[src/rtl/router_pkt_tx_if.sv]
// Packet transmitter bus: packet request, payload source handshake and
// router-side byte stream. The master drives requests, payload and router
// back-pressure. The slave is the transmitter.
interface router_pkt_tx_if;
  logic       start;
  logic [1:0] addr;
  logic [5:0] len;
  logic [7:0] pay_data;
  logic       pay_valid;
  logic       pay_ready;
  logic       busy;
  logic       pkt_valid;
  logic [7:0] data_out;
  logic       out_valid;
  logic       tx_active;
  logic       tx_done;

  modport master (
    output start, addr, len, pay_data, pay_valid, busy,
    input  pay_ready, pkt_valid, data_out, out_valid, tx_active, tx_done
  );

  modport slave (
    input  start, addr, len, pay_data, pay_valid, busy,
    output pay_ready, pkt_valid, data_out, out_valid, tx_active, tx_done
  );
endinterface

[src/rtl/router_pkt_tx.sv]
// Router packet transmitter. On a start request it sends one packet as a
// byte stream:
//   - a header byte {len, addr}
//   - len payload bytes taken from the source
//   - one parity byte, which is the XOR of the header and all payload bytes.
// A byte moves to the router on each posedge where out_valid=1 and busy=0.
// Optional feature, macro ERR_INJ_EN: adds a corrupt_parity input. It is
// captured with start, and when it is 1 the parity byte is sent inverted.
//
// state   | meaning
// IDLE    | waiting for start
// HEADER  | header byte on data_out
// PAYLOAD | payload byte on data_out, or starved waiting for the source
// PARITY  | parity byte on data_out (pkt_valid=0)
// DONE    | one-cycle tx_done pulse, then back to IDLE
module router_pkt_tx (
  input  logic               clock,
  input  logic               rst,
`ifdef ERR_INJ_EN
  input  logic               corrupt_parity,
`endif
  router_pkt_tx_if.slave     bus
);

  typedef enum logic [2:0] {
    S_IDLE    = 3'd0,
    S_HEADER  = 3'd1,
    S_PAYLOAD = 3'd2,
    S_PARITY  = 3'd3,
    S_DONE    = 3'd4
  } state_t;

  state_t     r_state;
  logic [7:0] r_data_out;
  logic       r_out_valid;
  logic       r_pkt_valid;
  logic       r_tx_active;
  logic       r_tx_done;
  logic [5:0] r_remaining;
  logic [7:0] r_parity;
`ifdef ERR_INJ_EN
  logic       r_corrupt;
`endif

  logic       w_xfer;
  logic       w_pay_ready;
  logic       w_take;
  logic [7:0] w_parity_byte;

  // The current byte leaves when it is valid and the router is not busy.
  assign w_xfer = r_out_valid & ~bus.busy;

  // The next payload byte is pulled in the same cycle the current byte leaves
  // (or when the output is empty), so payload streams without bubbles.
  assign w_pay_ready = ((r_state == S_HEADER) || (r_state == S_PAYLOAD)) &&
                       (r_remaining != 6'd0) && (~r_out_valid | ~bus.busy);
  assign w_take      = w_pay_ready & bus.pay_valid;

`ifdef ERR_INJ_EN
  assign w_parity_byte = r_parity ^ {8{r_corrupt}};
`else
  assign w_parity_byte = r_parity;
`endif

  // Packet sequencing FSM with registered outputs.
  always_ff @(posedge clock) begin
    if (rst) begin
      r_state     <= S_IDLE;
      r_data_out  <= 8'h00;
      r_out_valid <= 1'b0;
      r_pkt_valid <= 1'b0;
      r_tx_active <= 1'b0;
      r_tx_done   <= 1'b0;
      r_remaining <= 6'd0;
      r_parity    <= 8'h00;
`ifdef ERR_INJ_EN
      r_corrupt   <= 1'b0;
`endif
    end else begin
      case (r_state)
        S_IDLE: begin
          r_tx_done <= 1'b0;
          if (bus.start) begin
            r_state     <= S_HEADER;
            r_data_out  <= {bus.len, bus.addr};
            r_parity    <= {bus.len, bus.addr};
            r_remaining <= bus.len;
            r_out_valid <= 1'b1;
            r_pkt_valid <= 1'b1;
            r_tx_active <= 1'b1;
`ifdef ERR_INJ_EN
            r_corrupt   <= corrupt_parity;
`endif
          end
        end

        // HEADER and PAYLOAD share the same logic. Each one either loads the
        // next payload byte, moves to parity once the count is exhausted, or
        // drops out_valid when the source starves (data_out keeps its value).
        S_HEADER, S_PAYLOAD: begin
          if (w_take) begin
            r_state     <= S_PAYLOAD;
            r_data_out  <= bus.pay_data;
            r_parity    <= r_parity ^ bus.pay_data;
            r_remaining <= r_remaining - 6'd1;
            r_out_valid <= 1'b1;
          end else if ((w_xfer || !r_out_valid) && (r_remaining == 6'd0)) begin
            r_state     <= S_PARITY;
            r_data_out  <= w_parity_byte;
            r_pkt_valid <= 1'b0;
            r_out_valid <= 1'b1;
          end else if (w_xfer) begin
            r_state     <= S_PAYLOAD;
            r_out_valid <= 1'b0;
          end
        end

        S_PARITY: begin
          if (w_xfer) begin
            r_state     <= S_DONE;
            r_out_valid <= 1'b0;
            r_tx_active <= 1'b0;
            r_tx_done   <= 1'b1;
          end
        end

        S_DONE: begin
          r_state   <= S_IDLE;
          r_tx_done <= 1'b0;
        end

        default: begin
          r_state <= S_IDLE;
        end
      endcase
    end
  end

  assign bus.pay_ready = w_pay_ready;
  assign bus.pkt_valid = r_pkt_valid;
  assign bus.data_out  = r_data_out;
  assign bus.out_valid = r_out_valid;
  assign bus.tx_active = r_tx_active;
  assign bus.tx_done   = r_tx_done;

endmodule

[src/flat_wrapper.sv]
// flat-port wrapper written by rule: the top's interface ports become plain ports
module router_pkt_tx_flat 
  (clock, rst, bus_start, bus_addr, bus_len, bus_pay_data, bus_pay_valid, bus_busy, bus_pay_ready, bus_pkt_valid, bus_data_out, bus_out_valid, bus_tx_active, bus_tx_done);
  router_pkt_tx_if bus_i ();
  input  logic clock;
  input  logic rst;
  input wire logic [$bits(bus_i.start)-1:0] bus_start;
  input wire logic [$bits(bus_i.addr)-1:0] bus_addr;
  input wire logic [$bits(bus_i.len)-1:0] bus_len;
  input wire logic [$bits(bus_i.pay_data)-1:0] bus_pay_data;
  input wire logic [$bits(bus_i.pay_valid)-1:0] bus_pay_valid;
  input wire logic [$bits(bus_i.busy)-1:0] bus_busy;
  output wire logic [$bits(bus_i.pay_ready)-1:0] bus_pay_ready;
  output wire logic [$bits(bus_i.pkt_valid)-1:0] bus_pkt_valid;
  output wire logic [$bits(bus_i.data_out)-1:0] bus_data_out;
  output wire logic [$bits(bus_i.out_valid)-1:0] bus_out_valid;
  output wire logic [$bits(bus_i.tx_active)-1:0] bus_tx_active;
  output wire logic [$bits(bus_i.tx_done)-1:0] bus_tx_done;
  assign bus_i.start = bus_start;
  assign bus_i.addr = bus_addr;
  assign bus_i.len = bus_len;
  assign bus_i.pay_data = bus_pay_data;
  assign bus_i.pay_valid = bus_pay_valid;
  assign bus_i.busy = bus_busy;
  assign bus_pay_ready = bus_i.pay_ready;
  assign bus_pkt_valid = bus_i.pkt_valid;
  assign bus_data_out = bus_i.data_out;
  assign bus_out_valid = bus_i.out_valid;
  assign bus_tx_active = bus_i.tx_active;
  assign bus_tx_done = bus_i.tx_done;
  router_pkt_tx u_core (.clock(clock), .rst(rst), .bus(bus_i));
endmodule
[config.mk]
export PLATFORM = sky130hd
export DESIGN_NAME = router_pkt_tx_flat
export DESIGN_NICKNAME = d
export VERILOG_FILES = /design/src/rtl/router_pkt_tx_if.sv /design/src/rtl/router_pkt_tx.sv /design/src/flat_wrapper.sv
export SDC_FILE = /design/constraint.sdc
export NUM_CORES = 1
export LEC_CHECK = 0
export BUFFER_PORTS_ARGS = -buffer_cell sky130_fd_sc_hd__buf_4
export CAP_MARGIN = 15
export CORE_MARGIN = 3
export CORE_UTILIZATION = 54
export DETAILED_ROUTE_END_ITERATION = 8
export GPL_TIMING_DRIVEN = 1
export PLACE_DENSITY_LB_ADDON = 0.05
export SETUP_SLACK_MARGIN = 0.5
export SKIP_CTS_REPAIR_TIMING = 1
export SLEW_MARGIN = 40
export SYNTH_ARGS = -nofsm -noshare
export SYNTH_HDL_FRONTEND = slang
export SYNTH_SLANG_ARGS = --single-unit
[constraint.sdc]
create_clock -name clock -period 2.38 [get_ports clock]
set_clock_uncertainty 0.05 [all_clocks]
set_input_delay 0.357 -clock clock [delete_from_list [all_inputs] [get_ports clock]]
set_output_delay 0.357 -clock clock [all_outputs]
set_load 0.02 [all_outputs]
# Word level (Yosys, flattened, before mapping)
# Cells that the tools add are included.
dict set report totals {
  regBits 29
  in_bits 21
  out_inout_bits 13
  word_cells 75
}
dict set report classes {
  n_addsub 1
  eq_ne 11
  mux 27
  bitwise_logic 6
  n_reduce_logical 22
}
# op n
set op_table {}
lappend op_table {{2-to-1 mux 8 bit} 4}
lappend op_table {{case mux 8 bit (2 select lines)} 2}
lappend op_table {{2-to-1 mux 3 bit} 5}
lappend op_table {{2-to-1 mux 6 bit} 2}
lappend op_table {{case mux 6 bit (2 select lines)} 1}
lappend op_table {{AND reduction 3 bit} 4}
lappend op_table {{case mux 3 bit (3 select lines)} 1}
lappend op_table {{2-to-1 mux 1 bit} 8}
lappend op_table {{XOR 8 bit} 1}
lappend op_table {{== test 3 x 2 -> 1 bit, second input constant} 2}
lappend op_table {{logical NOT 6 bit} 1}
lappend op_table {{inequality test 2 x 1 -> 1 bit, second input constant} 3}
lappend op_table {{case mux 1 bit (2 select lines)} 3}
lappend op_table {{nonzero test 2 bit} 3}
lappend op_table {{nonzero test 6 bit} 1}
lappend op_table {{subtractor 6 x 1 -> 6 bit, second input constant} 1}
lappend op_table {{inequality test 2 bit, second input constant} 2}
lappend op_table {{inequality test 4 x 1 -> 1 bit, second input constant} 1}
lappend op_table {{AND reduction 2 bit} 2}
lappend op_table {{AND reduction 4 bit} 1}
lappend op_table {{OR reduction 2 bit} 2}
lappend op_table {{== test 3 x 1 -> 1 bit, second input constant} 1}
lappend op_table {{== test 3 bit, second input constant} 1}
lappend op_table {{logical AND 1 bit} 3}
lappend op_table {{9 further kinds} 12}

# Longest topological paths before layout
dict set report depth {
  word_depth 7
  mapped_depth 8
  mapped_depth_nobuf 6
}

# Least setup slack after synthesis
# Ideal clock, no wire load.
dict set report synth_timing {
  path_type {flip-flop to flip-flop}
  from {reg u_core.r_remaining[2]}
  to {reg u_core.r_data_out[0], in the netlist u_core.bus.data_out[0]}
  arrival_time_ns 1.673
  setup_slack_ns 0.540
  stages_incl_launch_ff 6
  period_less_slack_ns 1.840
  path_cell_list {dfxtp_1 nor4_4 nand2_4 mux2_4 o21a_4 a22o_1}
}
dict set report synth_between {
  elab_chain_cells 6
  word_cells_on_any_way 10
  classes_between {1 x eq/ne; 2 x mux; 1 x bitwise; 6 x reduce/logical}
}
# element line_no
set synth_rtl {}
lappend synth_rtl {{start: declaration} router_pkt_tx.sv:39} ;# logic [5:0] r_remaining;
lappend synth_rtl {{start signal: assignment} router_pkt_tx.sv:87} ;# r_remaining <= bus.len;
lappend synth_rtl {{start signal: assignment} router_pkt_tx.sv:105} ;# r_remaining <= r_remaining - 6'd1;
lappend synth_rtl {{nonzero test 6 bit} router_pkt_tx.sv:56} ;# (r_remaining != 6'd0) && (~r_out_valid | ~bus.busy);
lappend synth_rtl {{logical AND 1 bit} router_pkt_tx.sv:55} ;# assign w_pay_ready = ((r_state == S_HEADER) || (r_state == S_PAYLOAD)) &&
lappend synth_rtl {{logical AND 1 bit} router_pkt_tx.sv:56}
lappend synth_rtl {{AND 1 bit} router_pkt_tx.sv:57} ;# assign w_take = w_pay_ready & bus.pay_valid;
lappend synth_rtl {{inequality test 3 x 1 -> 1 bit (no source line) or 2-to-1 mux 8 bit (tied branches)} -}
lappend synth_rtl {{AND reduction 3 bit (no source line) or case mux 8 bit (2 select lines) (tied branches)} -}
lappend synth_rtl {{end signal: assignment} router_pkt_tx.sv:85} ;# r_data_out <= {bus.len, bus.addr};
lappend synth_rtl {{end signal: assignment} router_pkt_tx.sv:103} ;# r_data_out <= bus.pay_data;
lappend synth_rtl {{end signal: assignment} router_pkt_tx.sv:109} ;# r_data_out <= w_parity_byte;
lappend synth_rtl {{end: declaration} router_pkt_tx.sv:34} ;# logic [7:0] r_data_out;
# Parallel ways exist; a longest one is shown, timed or not.
# A chain may end at the register's enable or synchronous reset.

# Worst setup path after layout
dict set report layout_timing {
  from {reg u_core.r_state[0]}
  to {out bus_pay_ready}
}
dict set report layout_between {
  elab_chain_cells 4
  word_cells_on_any_way 5
  classes_between {2 x eq/ne; 3 x reduce/logical}
}
# element line_no
set layout_rtl {}
lappend layout_rtl {{start: declaration} router_pkt_tx.sv:33} ;# state_t r_state;
lappend layout_rtl {{start signal: assignment} router_pkt_tx.sv:68} ;# r_state <= S_IDLE;
lappend layout_rtl {{start signal: assignment} router_pkt_tx.sv:84} ;# r_state <= S_HEADER;
lappend layout_rtl {{start signal: assignment} router_pkt_tx.sv:102} ;# r_state <= S_PAYLOAD;
lappend layout_rtl {{== test 3 x 1 -> 1 bit or == test 3 x 2 -> 1 bit (tied branches)} router_pkt_tx.sv:55}
lappend layout_rtl {{logical OR 1 bit *} router_pkt_tx.sv:55}
lappend layout_rtl {{logical AND 1 bit *} router_pkt_tx.sv:55}
lappend layout_rtl {{logical AND 1 bit *} router_pkt_tx.sv:56}
lappend layout_rtl {{end: declaration} flat_wrapper.sv:13} ;# output wire logic [$bits(bus_i.pay_ready)-1:0] bus_pay_ready;
# Mark *: on every way between the ends. The rest lies on a longest branch, timed or not.

==> metrics.txt <==
n_diodes 0; switch share 44.90%; Int Power 1.887 mW; min setup slack post-route 0.5316 ns; area leader, netlist dfxtp_1; # nets final 265; GRT Util Overall 22.88%; Die X 61.64 um; Hold Slack 0.3167 ns; post-synthesis cell type count 41; Clk pwr share 8.8%; GP Congestion 0.9127; I/O pin count 34; reg2reg setup slack 0.58 ns; Achievable Freq 541.0 MHz; Rows 19; pwr/cell area 1589 mW/mm^2; Worst Hold Launch bus_busy; Post-Syn Nets 225; Core ar. 0.002853 mm^2; CTS sink count 29; hold depth 4; crit path launch type register; Critical Path RT 1.97 ns; number of synthesized flops with an enable pin 0; Pleak 0.8549 nW; Crit Path Max Fanout 6; final global-route overflow total 0; P_sw 1.538 mW; Synth Flop Type dfxtp_1; Vias per Instance 6.150; min Tclk post-route 1.848 ns; total iterations of the first detailed-routing run 4; Max Cap Viol 0; Yosys top cell area share 34.73%; yosys warns 0; Final Hold Viols 0; DR DRC count 0; Worst slew margin 68.93%; total CTS buffers 5; Hold EP u_core.r_state[2]; Area Overhead vs Synth 28.97%; worst path arrival time 1.44 ns; CP max stage cell dfxtp_4; via count 1679; vias in the first global route 1445; Cell Chain, Critical Path xor2_4 > and2_4 > and3_4 > buf_6; clock network latency to the later pin of the worst-skew pair 0.32 ns; Post-Place Cells 258; cell area after layout 0.002156 mm^2; share of layout cells above drive strength 1 32.23%; RSZ-0062 raised after global routing yes; Mapped Cells 202; fin. max-slew vios 0; RR Startpoint u_core.r_remaining[5]; die area 0.003799 mm^2; Comb pwr share 65.8%; Hold Crit Class input pin to register; Finished Layout Cells 273; Die Height 61.64 um; CP peak stage delay 0.43 ns; H-tree depth 2; Placement Setup Slack 0.3063 ns; final setup fails 0; Clock Pin Slew Worst Setup and Hold Paths 0.09 ns; CTS tree done; Syn Area/Cell 8.275 um^2; HPWL Detailed 2891 um; PortBufs 33; Avg WL per Cell 16.28 um; largest net degree at the start of global routing 39; Max rail drop VDD 0.7599 mV; total power 3.425 mW; DRT antenna net count 0; Flop pwr share 25.4%; Yosys reg bits 29; drt initial violations 92; Tcrit/Tclk final 77.66%; area post-placement 0.001931 mm^2; worst slew pin tran 0.4645 ns; top post-synthesis cells by area dfxtp_1 (35%), o21ai_0 (7.8%), a21oi_1 (7.2%); Initial Util 58.60%; Setup crit end kind primary output; type of the worst setup path register to primary output; most frequent cells in the layout buf_4 (42), o21ai_0 (26), a21oi_1 (23); TNS Setup 0 ns; Seq/Total Area, Yosys 34.73%; total routed wirelength 4445 um; initial antenna violation count 0; RR Endpoint u_core.r_state[0]; clk buf depth 2; r2r worst-path depth 7; Cell Area, Synth 0.001672 mm^2; commonest non-fill, non-tap cell in the layout buf_4; CTS Root Buffer Type clkbuf_4; Post-synth ARST share 0%; fin util 75.57%; global-route wire length before repair 6472 um; outcome complete, no violations
==> critical path, delay by kind of cell (launching register included) <==
kind | cells | cell delay [ns]
buffers and inverters | 1 | 0.11
AND/OR/NAND/NOR | 2 | 0.40
flip-flops | 1 | 0.43
XOR/XNOR | 1 | 0.18
==> routing by layer <==
metal  track usage, %  wire length, um  share of wire (%)
met5                0                0                  0
met2            37.52             2208                 50
met3            5.660              255                5.7
met4            7.273               77                1.7
met1            29.42             1904                 43
==> cell type report <==
class / count / area [um^2]
multi-input combinational: 155 / 1095
fill: 197 / 696.9
sequential: 29 / 594.3
timing repair buffer: 44 / 346.6
clock buffer: 7 / 55.05
tap: 31 / 38.79
inverter: 7 / 26.28
==> cells in the mapped netlist, types with 2 or more instances <==
library cell / number
a211oi_1: 2
clkbuf_1: 6
a21oi_1: 24
and3_1: 2
dfxtp_1: 29
nor3b_1: 9
mux2i_1: 6
nand2b_1: 2
o21bai_1: 6
inv_1: 7
a22o_1: 7
nor2_1: 19
and2_1: 10
nand3_1: 4
or3_1: 2
nor3_1: 5
o21ai_0: 26
and3_2: 2
buf_2: 4
ha_1: 2
nand2_1: 5
o21ai_1: 4
==> cell families after synthesis <==
| kind of cell | share of synthesized area, % |
|---|---|
| muxes | 4.491 |
| DFF | 34.73 |
| xor gates and xnor gates | 0.5240 |
| adders and majority gates | 1.497 |
| AOI/OAI and AO/OA | 31.96 |
| and+or+nand+nor | 22.23 |
| buffers and inverters | 4.566 |
==> how the worst max path moves through the flow <==
| stage | start | end | slack, ns | depth (start not counted) |
|---|---|---|---|---|
| 2_1_floorplan | u_core.r_remaining[2] | u_core.bus.data_out[0] | 0.54 | 5 |
| 3_3_place_gp | u_core.r_remaining[0] | u_core.bus.data_out[7] | 0.32 | 6 |
| 3_5_place_dp | u_core.r_remaining[0] | u_core.bus.data_out[7] | 0.31 | 6 |
| 4_1_cts | u_core.r_state[0] | bus_pay_ready | 0.24 | 4 |
| 5_1_grt | u_core.r_remaining[5] | u_core.r_state[0] | 0.42 | 7 |
| 6_report | u_core.r_state[0] | bus_pay_ready | 0.53 | 4 |
==> sequential cells by signal (all words and copies together) (netlist names) <==
signal and cells:
u_core.bus.tx_done 1, u_core.bus.out_valid 1, u_core.r_remaining 6, u_core.bus.pkt_valid 1
u_core.r_parity 8, u_core.bus.tx_active 1, u_core.r_state 3, u_core.bus.data_out 8
==> power groups by stage <==
stage | Clock, mW | Sequential (mW) | Combinational [mW]
after detailed placement | 0 | 0.840 | 1.85
after floorplan | 0 | 0.858 | 1.40
after global routing | 0.331 | 0.891 | 2.47
after global placement | 0 | 0.830 | 1.80
final | 0.301 | 0.869 | 2.25
after CTS | 0.306 | 0.829 | 1.86
Note: power is estimated with default switching activity, not from simulation.
